## src/rtl/f2x_pkg.sv

```systemverilog
// Shared definitions for the IEEE-754 single to signed fixed-point converter.
package f2x_pkg;

    localparam int unsigned SIGN_W   = 1;
    localparam int unsigned EXP_W    = 8;
    localparam int unsigned MAN_W    = 23;
    localparam int unsigned WORD_W   = SIGN_W + EXP_W + MAN_W;
    localparam int unsigned SIG_W    = MAN_W + 1;
    localparam int unsigned EXP_BIAS = 127;

    typedef enum logic [2:0] {
        CLS_ZERO,
        CLS_DENORM,
        CLS_NORMAL,
        CLS_INF,
        CLS_NAN
    } f2x_cls_e;

    typedef struct packed {
        logic ovf;
        logic nan;
        logic inexact;
    } f2x_flags_t;

    function automatic f2x_cls_e f2x_classify(input logic [EXP_W-1:0] e_fld,
                                              input logic [MAN_W-1:0] m_fld);
        if (e_fld == '0) return (m_fld == '0) ? CLS_ZERO : CLS_DENORM;
        if (e_fld == '1) return (m_fld == '0) ? CLS_INF : CLS_NAN;
        return CLS_NORMAL;
    endfunction

endpackage

```

## src/rtl/float_to_fixed_pipe_if.sv

```systemverilog
// Operand/result valid-ready bus of the float-to-fixed converter.
interface float_to_fixed_pipe_if
    import f2x_pkg::*;
#(
    parameter int unsigned OUT_W = 24
);
    logic              in_valid;
    logic              in_ready;
    logic [WORD_W-1:0] in_data;
    logic              out_valid;
    logic              out_ready;
    logic [OUT_W-1:0]  out_data;
    logic              out_ovf;
    logic              out_nan;
    logic              out_inexact;

    modport master (
        output in_valid, in_data, out_ready,
        input  in_ready, out_valid, out_data, out_ovf, out_nan, out_inexact
    );

    modport slave (
        input  in_valid, in_data, out_ready,
        output in_ready, out_valid, out_data, out_ovf, out_nan, out_inexact
    );
endinterface

```

## src/rtl/f2x_shift.sv

```systemverilog
// Barrel shifter for the significand: left shift, or right shift with guard/sticky.
module f2x_shift #(
    parameter int unsigned SIG_W = 24,
    parameter int unsigned MAG_W = 48,
    parameter int unsigned AMT_W = 6
) (
    input  logic [SIG_W-1:0] i_mant,
    input  logic             i_left,
    input  logic [AMT_W-1:0] i_amt,
    output logic [MAG_W-1:0] o_mag_c,
    output logic             o_guard_c,
    output logic             o_sticky_c
);
    // Two spare low bits keep the LSB visible to sticky at the largest right shift.
    localparam int unsigned EXT_W = 2 * SIG_W + 2;

    logic [EXT_W-1:0] w_ext;

    always_comb begin
        w_ext      = {i_mant, (SIG_W + 2)'(0)} >> i_amt;
        o_mag_c    = '0;
        o_guard_c  = 1'b0;
        o_sticky_c = 1'b0;
        if (i_left) begin
            o_mag_c = MAG_W'(i_mant) << i_amt;
        end else begin
            o_mag_c    = MAG_W'(w_ext[EXT_W-1 -: SIG_W]);
            o_guard_c  = w_ext[SIG_W+1];
            o_sticky_c = |w_ext[SIG_W:0];
        end
    end
endmodule

```

## src/rtl/float_to_fixed_pipe.sv

```systemverilog
// Three-stage IEEE-754 single to signed fixed-point converter with global stall.
// Define F2X_ROUND_NEAREST_EN for round-to-nearest-even; default truncates toward zero.
module float_to_fixed_pipe
    import f2x_pkg::*;
#(
    parameter int unsigned OUT_W  = 24,
    parameter int unsigned FRAC_W = 0
) (
    input logic             clk,
    input logic             rst,
    float_to_fixed_pipe_if.slave bus
);
    localparam int unsigned MAG_W   = OUT_W + SIG_W;
    localparam int unsigned AMT_W   = 6;
    localparam int          RSH_MAX = int'(SIG_W) + 1;
    localparam logic [MAG_W:0] NEG_LIM = (MAG_W + 1)'(1) << (OUT_W - 1);
    localparam logic [MAG_W:0] POS_LIM = NEG_LIM - (MAG_W + 1)'(1);

    logic w_advance;

    logic [EXP_W-1:0] w_exp;
    logic [MAN_W-1:0] w_frac;
    f2x_cls_e         w_cls;
    int               w_sh;
    logic             w_left;
    logic             w_ovf_pre;
    logic [AMT_W-1:0] w_amt;

    logic             r_s1_valid, r_s1_sign, r_s1_left, r_s1_ovf_pre;
    f2x_cls_e         r_s1_cls;
    logic [AMT_W-1:0] r_s1_amt;
    logic [SIG_W-1:0] r_s1_mant;

    logic [MAG_W-1:0] w_mag;
    logic             w_guard, w_sticky;

    logic             r_s2_valid, r_s2_sign, r_s2_ovf_pre, r_s2_guard, r_s2_sticky;
    f2x_cls_e         r_s2_cls;
    logic [MAG_W-1:0] r_s2_mag;

    logic             w_inc;
    logic [MAG_W:0]   w_rmag;
    logic [OUT_W-1:0] w_sat, w_data;
    f2x_flags_t       w_flags;

    logic             r_out_valid;
    logic [OUT_W-1:0] r_out_data;
    f2x_flags_t       r_flags;

    assign w_advance       = ~r_out_valid | bus.out_ready;
    assign bus.in_ready    = w_advance;
    assign bus.out_valid   = r_out_valid;
    assign bus.out_data    = r_out_data;
    assign bus.out_ovf     = r_flags.ovf;
    assign bus.out_nan     = r_flags.nan;
    assign bus.out_inexact = r_flags.inexact;

    // S1: classify and turn the unbiased exponent into a shift direction/amount.
    always_comb begin
        w_exp     = bus.in_data[MAN_W +: EXP_W];
        w_frac    = bus.in_data[MAN_W-1:0];
        w_cls     = f2x_classify(w_exp, w_frac);
        w_sh      = int'(w_exp) - int'(EXP_BIAS) - int'(MAN_W) + int'(FRAC_W);
        w_left    = 1'b0;
        w_ovf_pre = 1'b0;
        w_amt     = '0;
        if (w_sh >= 0) begin
            w_left = 1'b1;
            if (w_sh >= int'(OUT_W)) w_ovf_pre = 1'b1;
            else                     w_amt     = AMT_W'(w_sh);
        end else if (w_sh < -RSH_MAX) begin
            w_amt = AMT_W'(RSH_MAX);
        end else begin
            w_amt = AMT_W'(-w_sh);
        end
    end

    always_ff @(posedge clk) begin
        if (rst) begin
            r_s1_valid   <= 1'b0;
            r_s1_sign    <= 1'b0;
            r_s1_left    <= 1'b0;
            r_s1_ovf_pre <= 1'b0;
            r_s1_cls     <= CLS_ZERO;
            r_s1_amt     <= '0;
            r_s1_mant    <= '0;
        end else if (w_advance) begin
            r_s1_valid   <= bus.in_valid;
            r_s1_sign    <= bus.in_data[WORD_W-1];
            r_s1_left    <= w_left;
            r_s1_ovf_pre <= w_ovf_pre;
            r_s1_cls     <= w_cls;
            r_s1_amt     <= w_amt;
            r_s1_mant    <= {1'b1, w_frac};
        end
    end

    f2x_shift #(
        .SIG_W (SIG_W),
        .MAG_W (MAG_W),
        .AMT_W (AMT_W)
    ) u_shift (
        .i_mant     (r_s1_mant),
        .i_left     (r_s1_left),
        .i_amt      (r_s1_amt),
        .o_mag_c    (w_mag),
        .o_guard_c  (w_guard),
        .o_sticky_c (w_sticky)
    );

    always_ff @(posedge clk) begin
        if (rst) begin
            r_s2_valid   <= 1'b0;
            r_s2_sign    <= 1'b0;
            r_s2_ovf_pre <= 1'b0;
            r_s2_guard   <= 1'b0;
            r_s2_sticky  <= 1'b0;
            r_s2_cls     <= CLS_ZERO;
            r_s2_mag     <= '0;
        end else if (w_advance) begin
            r_s2_valid   <= r_s1_valid;
            r_s2_sign    <= r_s1_sign;
            r_s2_ovf_pre <= r_s1_ovf_pre;
            r_s2_guard   <= w_guard;
            r_s2_sticky  <= w_sticky;
            r_s2_cls     <= r_s1_cls;
            r_s2_mag     <= w_mag;
        end
    end

    // S3: round the magnitude, then range-check (a rounding carry can overflow), then negate.
    always_comb begin
`ifdef F2X_ROUND_NEAREST_EN
        w_inc = r_s2_guard & (r_s2_sticky | r_s2_mag[0]);
`else
        w_inc = 1'b0;
`endif
        w_rmag  = (MAG_W + 1)'(r_s2_mag) + (MAG_W + 1)'(w_inc);
        w_sat   = r_s2_sign ? {1'b1, {(OUT_W - 1){1'b0}}} : {1'b0, {(OUT_W - 1){1'b1}}};
        w_data  = '0;
        w_flags = '0;
        case (r_s2_cls)
            CLS_DENORM: w_flags.inexact = 1'b1;
            CLS_NAN:    w_flags.nan     = 1'b1;
            CLS_INF: begin
                w_data      = w_sat;
                w_flags.ovf = 1'b1;
            end
            CLS_NORMAL: begin
                if (r_s2_ovf_pre || (w_rmag > (r_s2_sign ? NEG_LIM : POS_LIM))) begin
                    w_data      = w_sat;
                    w_flags.ovf = 1'b1;
                end else begin
                    w_data          = OUT_W'(r_s2_sign ? -w_rmag : w_rmag);
                    w_flags.inexact = r_s2_guard | r_s2_sticky;
                end
            end
            default: ;
        endcase
    end

    always_ff @(posedge clk) begin
        if (rst) begin
            r_out_valid <= 1'b0;
            r_out_data  <= '0;
            r_flags     <= '0;
        end else if (w_advance) begin
            r_out_valid <= r_s2_valid;
            r_out_data  <= w_data;
            r_flags     <= w_flags;
        end
    end
endmodule

```

## src/flat_wrapper.sv

```systemverilog
// flat-port wrapper written by rule: the top's interface ports become plain ports
module float_to_fixed_pipe_flat import f2x_pkg::*;
#(
    parameter int unsigned OUT_W  = 24,
    parameter int unsigned FRAC_W = 0
)
  (clk, rst, bus_in_valid, bus_in_data, bus_out_ready, bus_in_ready, bus_out_valid, bus_out_data, bus_out_ovf, bus_out_nan, bus_out_inexact);
  float_to_fixed_pipe_if #(.OUT_W(OUT_W)) bus_i ();
  input logic clk;
  input logic rst;
  input wire logic [$bits(bus_i.in_valid)-1:0] bus_in_valid;
  input wire logic [$bits(bus_i.in_data)-1:0] bus_in_data;
  input wire logic [$bits(bus_i.out_ready)-1:0] bus_out_ready;
  output wire logic [$bits(bus_i.in_ready)-1:0] bus_in_ready;
  output wire logic [$bits(bus_i.out_valid)-1:0] bus_out_valid;
  output wire logic [$bits(bus_i.out_data)-1:0] bus_out_data;
  output wire logic [$bits(bus_i.out_ovf)-1:0] bus_out_ovf;
  output wire logic [$bits(bus_i.out_nan)-1:0] bus_out_nan;
  output wire logic [$bits(bus_i.out_inexact)-1:0] bus_out_inexact;
  assign bus_i.in_valid = bus_in_valid;
  assign bus_i.in_data = bus_in_data;
  assign bus_i.out_ready = bus_out_ready;
  assign bus_in_ready = bus_i.in_ready;
  assign bus_out_valid = bus_i.out_valid;
  assign bus_out_data = bus_i.out_data;
  assign bus_out_ovf = bus_i.out_ovf;
  assign bus_out_nan = bus_i.out_nan;
  assign bus_out_inexact = bus_i.out_inexact;
  float_to_fixed_pipe #(.OUT_W(OUT_W), .FRAC_W(FRAC_W)) u_core (.clk(clk), .rst(rst), .bus(bus_i));
endmodule
```

## config.mk

```make
export PLATFORM = sky130hd
export DESIGN_NAME = float_to_fixed_pipe_flat
export DESIGN_NICKNAME = d
export VERILOG_FILES = /design/src/rtl/f2x_pkg.sv /design/src/rtl/float_to_fixed_pipe_if.sv /design/src/rtl/f2x_shift.sv /design/src/rtl/float_to_fixed_pipe.sv /design/src/flat_wrapper.sv
export SDC_FILE = /design/constraint.sdc
export NUM_CORES = 1
export LEC_CHECK = 0
export BUFFER_PORTS_ARGS = -buffer_cell sky130_fd_sc_hd__buf_4
export CORE_ASPECT_RATIO = 0.6
export CORE_MARGIN = 4
export CORE_UTILIZATION = 49
export CTS_BUF_LIST = sky130_fd_sc_hd__clkbuf_4
export CTS_CLUSTER_DIAMETER = 200
export DETAILED_ROUTE_END_ITERATION = 10
export GPL_TIMING_DRIVEN = 0
export HOLD_SLACK_MARGIN = 0.05
export PLACE_DENSITY = 0.65
export SLEW_MARGIN = 20
export SYNTH_ARGS = -nofsm -noshare
export SYNTH_HDL_FRONTEND = slang
export SYNTH_SLANG_ARGS = --single-unit
```

## constraint.sdc

```tcl
create_clock -name clk -period 3.8 [get_ports clk]
set_input_delay 0.38 -clock clk [delete_from_list [all_inputs] [get_ports clk]]
set_output_delay 0.38 -clock clk [all_outputs]
set_load 0.01 [all_outputs]
```

* After elaboration in Yosys (flattened, before gate mapping)
Cells that the tools add are included.
** Storage, ports and cells
- Bits in registers :: 121
- Output and inout bits :: 29
- Input bits :: 36
- Logic and storage cells :: 69
** Operators by class
- Reduce and logical (&&, ||, !) cells :: 4
- Equality and inequality tests :: 5
- Bitwise gates (word level) :: 3
- Shift operators :: 2
- Add/subtract/negate cells :: 4
- Muxes and demuxes :: 28
- Magnitude comparators :: 4
** Operators with widths (count)
- $mux 24 :: 4
- $shr 50x6->50 :: 1
- $gt 48x24->1 :: 1
- $mux 48 :: 1
- $pmux 24 s2 :: 1
- $shl 24x6->48 :: 1
- $ge 32x1->1 const B :: 1
- $ge 32x6->1 const B :: 1
- $lt 32x6->1 const B :: 1
- $reduce_or 25->1 :: 1
- $neg 24->24 :: 1
- $logic_not 23->1 :: 1
- $mux 6 :: 3
- $mux 3 :: 5
- $mux 1 :: 12
- $sub 9x6->10 const B :: 1
- $sub 8x7->9 const B :: 1
- $eq 8x8->1 const B :: 1
- $logic_not 8->1 :: 1
- $eq 3x2->1 const B :: 2
- $neg 6->6 :: 1
- $pmux 1 s2 :: 2
- $eq 3x1->1 const B :: 1
- $eq 3x3->1 const B :: 1
- other kinds (3) :: 4

* Depth between registers and ports, before layout
- Depth after elaboration :: 6
- Depth in mapped cells :: 12

* By module
Synthesis repeated with hierarchy kept, for this count alone.
** Second synthesis, totals
- Cells, all modules :: 1333
- Area total of the unflattened synthesis :: 10054.6 um2
** By module, submodules not included
- float_to_fixed_pipe :: seq. area each 2422.3 um2, area an instance 6259.8 um2, cells an instance 826, instances 1
- f2x_shift :: seq. area each 0.0 um2, area an instance 3794.9 um2, cells an instance 507, instances 1

* Worst setup path before layout
Ideal clock, no wire load.
- Kind :: register to register
- Start :: reg u_core.r_s2_sign
- End :: reg u_core.r_out_data[10] (netlist: u_core.bus.out_data[10])
- Library setup time :: 0.125 ns
- Cell stages (with the launch flop) :: 12
- Path slack :: 0.964 ns
- Data arrival time :: 2.711 ns
- Buffers on the path :: 2
- Path through :: dfxtp_1 clkbuf_1 inv_1 ha_1 and4_1 and4_1 nand3_1 o21ai_0 a32o_1 o31ai_1 buf_2 a211oi_1
** Between the ends
- Longest elaborated chain between the ends :: 5
** RTL lines
- from (decl) :: line float_to_fixed_pipe.sv:37 : logic r_s2_valid, r_s2_sign, r_s2_ovf_pre, r_s2_guard, r_s2_sticky;
- from (signal assigned) :: line float_to_fixed_pipe.sv:122 : r_s2_sign <= r_s1_sign;
- $mux 24 :: line float_to_fixed_pipe.sv:139, float_to_fixed_pipe.sv:150
- $gt 48x24->1 :: line float_to_fixed_pipe.sv:150 : if (r_s2_ovf_pre || (w_rmag > (r_s2_sign ? NEG_LIM : POS_LIM))) begin
- $logic_or 1x1->1 :: line float_to_fixed_pipe.sv:150
- $mux 24 :: line float_to_fixed_pipe.sv:150
- $pmux 24 s2 * :: line float_to_fixed_pipe.sv:142 : case (r_s2_cls)
- to (signal assigned) :: line float_to_fixed_pipe.sv:169 : r_out_data <= w_data;
- to (decl) :: line float_to_fixed_pipe.sv:47 : logic [OUT_W-1:0] r_out_data;
Mark *: on every way between the ends. The rest lies on a longest branch, timed or not.
A chain may end at the register's enable or synchronous reset.

* Worst setup path in the final report
- Start :: reg u_core.r_s2_sign
- End :: reg u_core.r_out_data[2] (netlist: u_core.bus.out_data[2])
The elaborated chain is that of the path after synthesis.

==> flow_summary.toml <==
[worst_setup_path]
setup.worst_path.class = "register to register"
r2r-start = "u_core.r_s2_sign$_SDFFE_PP0P_"
r2r_cells = 11
rrSetupSlack_ps = 150
critPathLaunch = "u_core.r_s2_sign$_SDFFE_PP0P_"
critPathMaxFanout = 23
r2r-end = "u_core.bus.out_data[2]$_SDFFE_PP0P_"
cp.required_ps = 4280
arrival_ps = 4130
startpoint_type = "register"
endpoint_kind = "register"

[placed_design]
dp_hpwl_mm = 29.5
gp_congestion = 0.992
place_inst = 1555
port-buffer-count = 63

[route]
drc_errors = 0
wire_per_inst_um = 23.4
dr.pass1.iters = 5
route.vias.total = 10500
drt_iter0_markers = 1392
wirelength_mm = 37.6
ant_nets = 0
avgViaCountPerCell = 6.55

[floorplan]
die_y_um = 118
ios = 65
die_area_mm2 = 0.0224
fp.coreArea_mm2 = 0.0193
num_rows = 39
start_util = 0.507
die_x_um = 191

[yosys]
synth_most_common_cell = "nand2_1"
async_flop_share = 0
yosysTopAreaCell = "dfxtp_1"
yosysSeqAreaShare = 0.247
ys.flop_type = "dfxtp_1"
synth_nets = 1291
syn_area_mm2 = 0.00979
synth_common_cells = "167 x nand2_1, 151 x nor2_1, 121 x dfxtp_1"
yosysUniqueCellTypes = 82
netlist_instances = 1226
synth-edff-count = 0
synth-seq-cells = 121
synth.top_cell.area_share = 0.247
avgSynthCellArea_um2 = 7.99
synth.area.top_cells = "dfxtp_1 25%, mux4_2 11%, nand2_1 6.4%, nor2_1 5.8%, mux2i_1 5.2%"
synth_warnings = 0

[pwr]
ir_worst_vdd_mv = 0.197
seqPwrFrac = 0.369
p_int_mw = 2.32
leakagePower_nw = 4.24
cellPowerDensity_mw_per_mm2 = 357
p_sw_mw = 1.65
comb_power_share = 0.386
pwr-share-clk = 0.245
switching_share = 0.415

[finish]
area_growth_pct = 13.4
fin_cells = 1609
drive_gt1_frac = 0.162
antenna_cells = 0
nNetsFinal = 1395

[grt]
grtUsageMet2 = 0.429
use_met1 = 0.532
grt_busiest_layer = "met1"
grt_pass1_wl_mm = 57.8
grt_use_met3 = 0.104
grt_max_degree = 24
grt-ovfl-total = 0
grt_pass1_vias = 9572
grt_usage = 0.332
antenna_found_initial = 1

[sta]
skew_ps = 27.6
relSlewSlack = 0.364
setup_viol = 0
rsz0062_at_grt = "no"
finalSetupTns_ps = 0
timing.fmax_ghz = 0.274
min_period_ps = 3650
hold_violations = 0
period_share = 0.960
worstMarginPinSlew_ps = 944
maxSlewViolCount = 0

[outcome]
outcome = "complete, no violations"

[worst_hold_path]
hold_class = "input port to register"
hold-path-endpoint = "u_core.r_s1_mant[0]$_SDFFE_PP0P_"
min-delay-start = "bus_in_data[0]"
min_path_cells = 3

[clocking]
cts_sinks = 121
worstSkewPairLatency_ps = 600
path_clk_slew_ps = 120
clockRootBuffer = "clkbuf_4"
cts_buffer_depth = 2
cts_tree = "yes"
cts_inserted_buffers = 17
htree_levels = 4

[flow_run]
maxCapViolCount = 0
layout make-up:
type / count / area (um2)
well taps: 266 / 333
flip-flops and latches: 121 / 2420
clock inverters: 15 / 150
multi-input cells: 964 / 6750
fillers: 1891 / 8220
clock buffers: 17 / 128
repair buffers: 85 / 693
inverters: 23 / 86.3
plain buffers: 118 / 542
power groups by stage:
stage	clock network, mW	logic, mW	registers [mW]
floorplan	0	0.999	1.45
global placement	0	1.44	1.48
detailed placement	0	1.44	1.48
CTS	0.974	1.47	1.46
global route	1.03	1.63	1.47
finish	0.970	1.53	1.46
timing repair:
item | in CTS | in global routing
resized for setup | 1 | 0
hold buffers | 22 | 0
hold endpoints to repair | 22 | 0
setup endpoints to repair | 11 | 0
buffers inserted | 0 | 0
state kept, by name (all words and copies together), names as in the netlist:
signal / flops
u_core.bus.out_valid: 1
u_core.r_s2_valid: 1
u_core.r_s1_ovf_pre: 1
u_core.r_s2_guard: 1
u_core.bus.out_data: 24
u_core.r_s1_valid: 1
u_core.bus.out_inexact: 1
u_core.r_s2_sign: 1
u_core.bus.out_ovf: 1
u_core.r_s1_cls: 3
u_core.r_s2_sticky: 1
u_core.r_s1_sign: 1
u_core.r_s2_ovf_pre: 1
u_core.r_s2_mag: 48
u_core.r_s1_left: 1
u_core.r_s2_cls: 3
u_core.bus.out_nan: 1
u_core.r_s1_amt: 6
u_core.r_s1_mant: 24
cells by family after synthesis:
kind of cell | Yosys count | share of synthesized area
AOI/OAI and AO/OA | 345 | 0.236
xor gates and xnor gates | 27 | 0.0272
adders and majority gates | 29 | 0.0371
buffers and inverters | 141 | 0.0641
DFF | 121 | 0.247
muxes | 118 | 0.182
and+or+nand+nor | 445 | 0.206
routing by layer:
layer	up-vias	share of wire
met3	48	0.13
met2	621	0.38
met1	5118	0.47
met4	2	0.010
li1	4746	-
met5	-	0.00029
critical path, stage by stage (launching register included):
cell and delay (ps):
dfxtp_2 680, clkbuf_1 310, inv_1 280, ha_1 390, a21oi_1 160, nand3_1 90, a211o_1 340, o21ai_0 330
a32oi_1 230, nor2_1 310, buf_2 290, a211oi_1 100
placed cells by master (no fill, tap or decap), types with 13 or more instances in the layout:
master,n
buf_4,70
buf_2,16
dfxtp_1,120
dlygate4sd3_1,22
mux2_2,16
a22oi_1,31
ha_1,29
a21oi_1,92
a32oi_1,17
clkbuf_1,76
nand2_1,167
mux2i_1,51
o21ai_0,37
o21ai_1,24
inv_1,17
nor2b_1,13
nor2_1,151
nand3_1,27
a211oi_1,28
clkbuf_4,17
mux4_2,46
xor2_1,15
o22ai_1,21
nor4_1,15
o211ai_1,18
nor3_1,14
stage by stage:
| stage | cell area [um2] | util | setup WS (ps) | hold WS, ps | total power, mW |
|---|---|---|---|---|---|
| floorplan | 9790 | - | 964 | 432 | 2.45 |
| CTS | 11100 | 0.574 | 284 | 50.1 | 3.90 |
| global placement | 10600 | 0.548 | 83.0 | 441 | 2.93 |
| global route | 11100 | 0.575 | 15.1 | 71.8 | 4.14 |
| detailed placement | 10600 | 0.548 | 6.60 | 446 | 2.93 |
| finish | 11100 | 0.575 | 152 | 72.9 | 3.97 |
worst max path at each step:
stage | to | slack [ps]
CTS | u_core.bus.out_data[4]$_SDFFE_PP0P_ | 280
global placement | u_core.bus.out_data[2]$_SDFFE_PP0P_ | 80
global route | u_core.bus.out_data[4]$_SDFFE_PP0P_ | 20
detailed placement | u_core.bus.out_data[4]$_SDFFE_PP0P_ | 7
floorplan | u_core.bus.out_data[10]$_SDFFE_PP0P_ | 960
finish | u_core.bus.out_data[2]$_SDFFE_PP0P_ | 150
(Power assumes the default switching activity.)
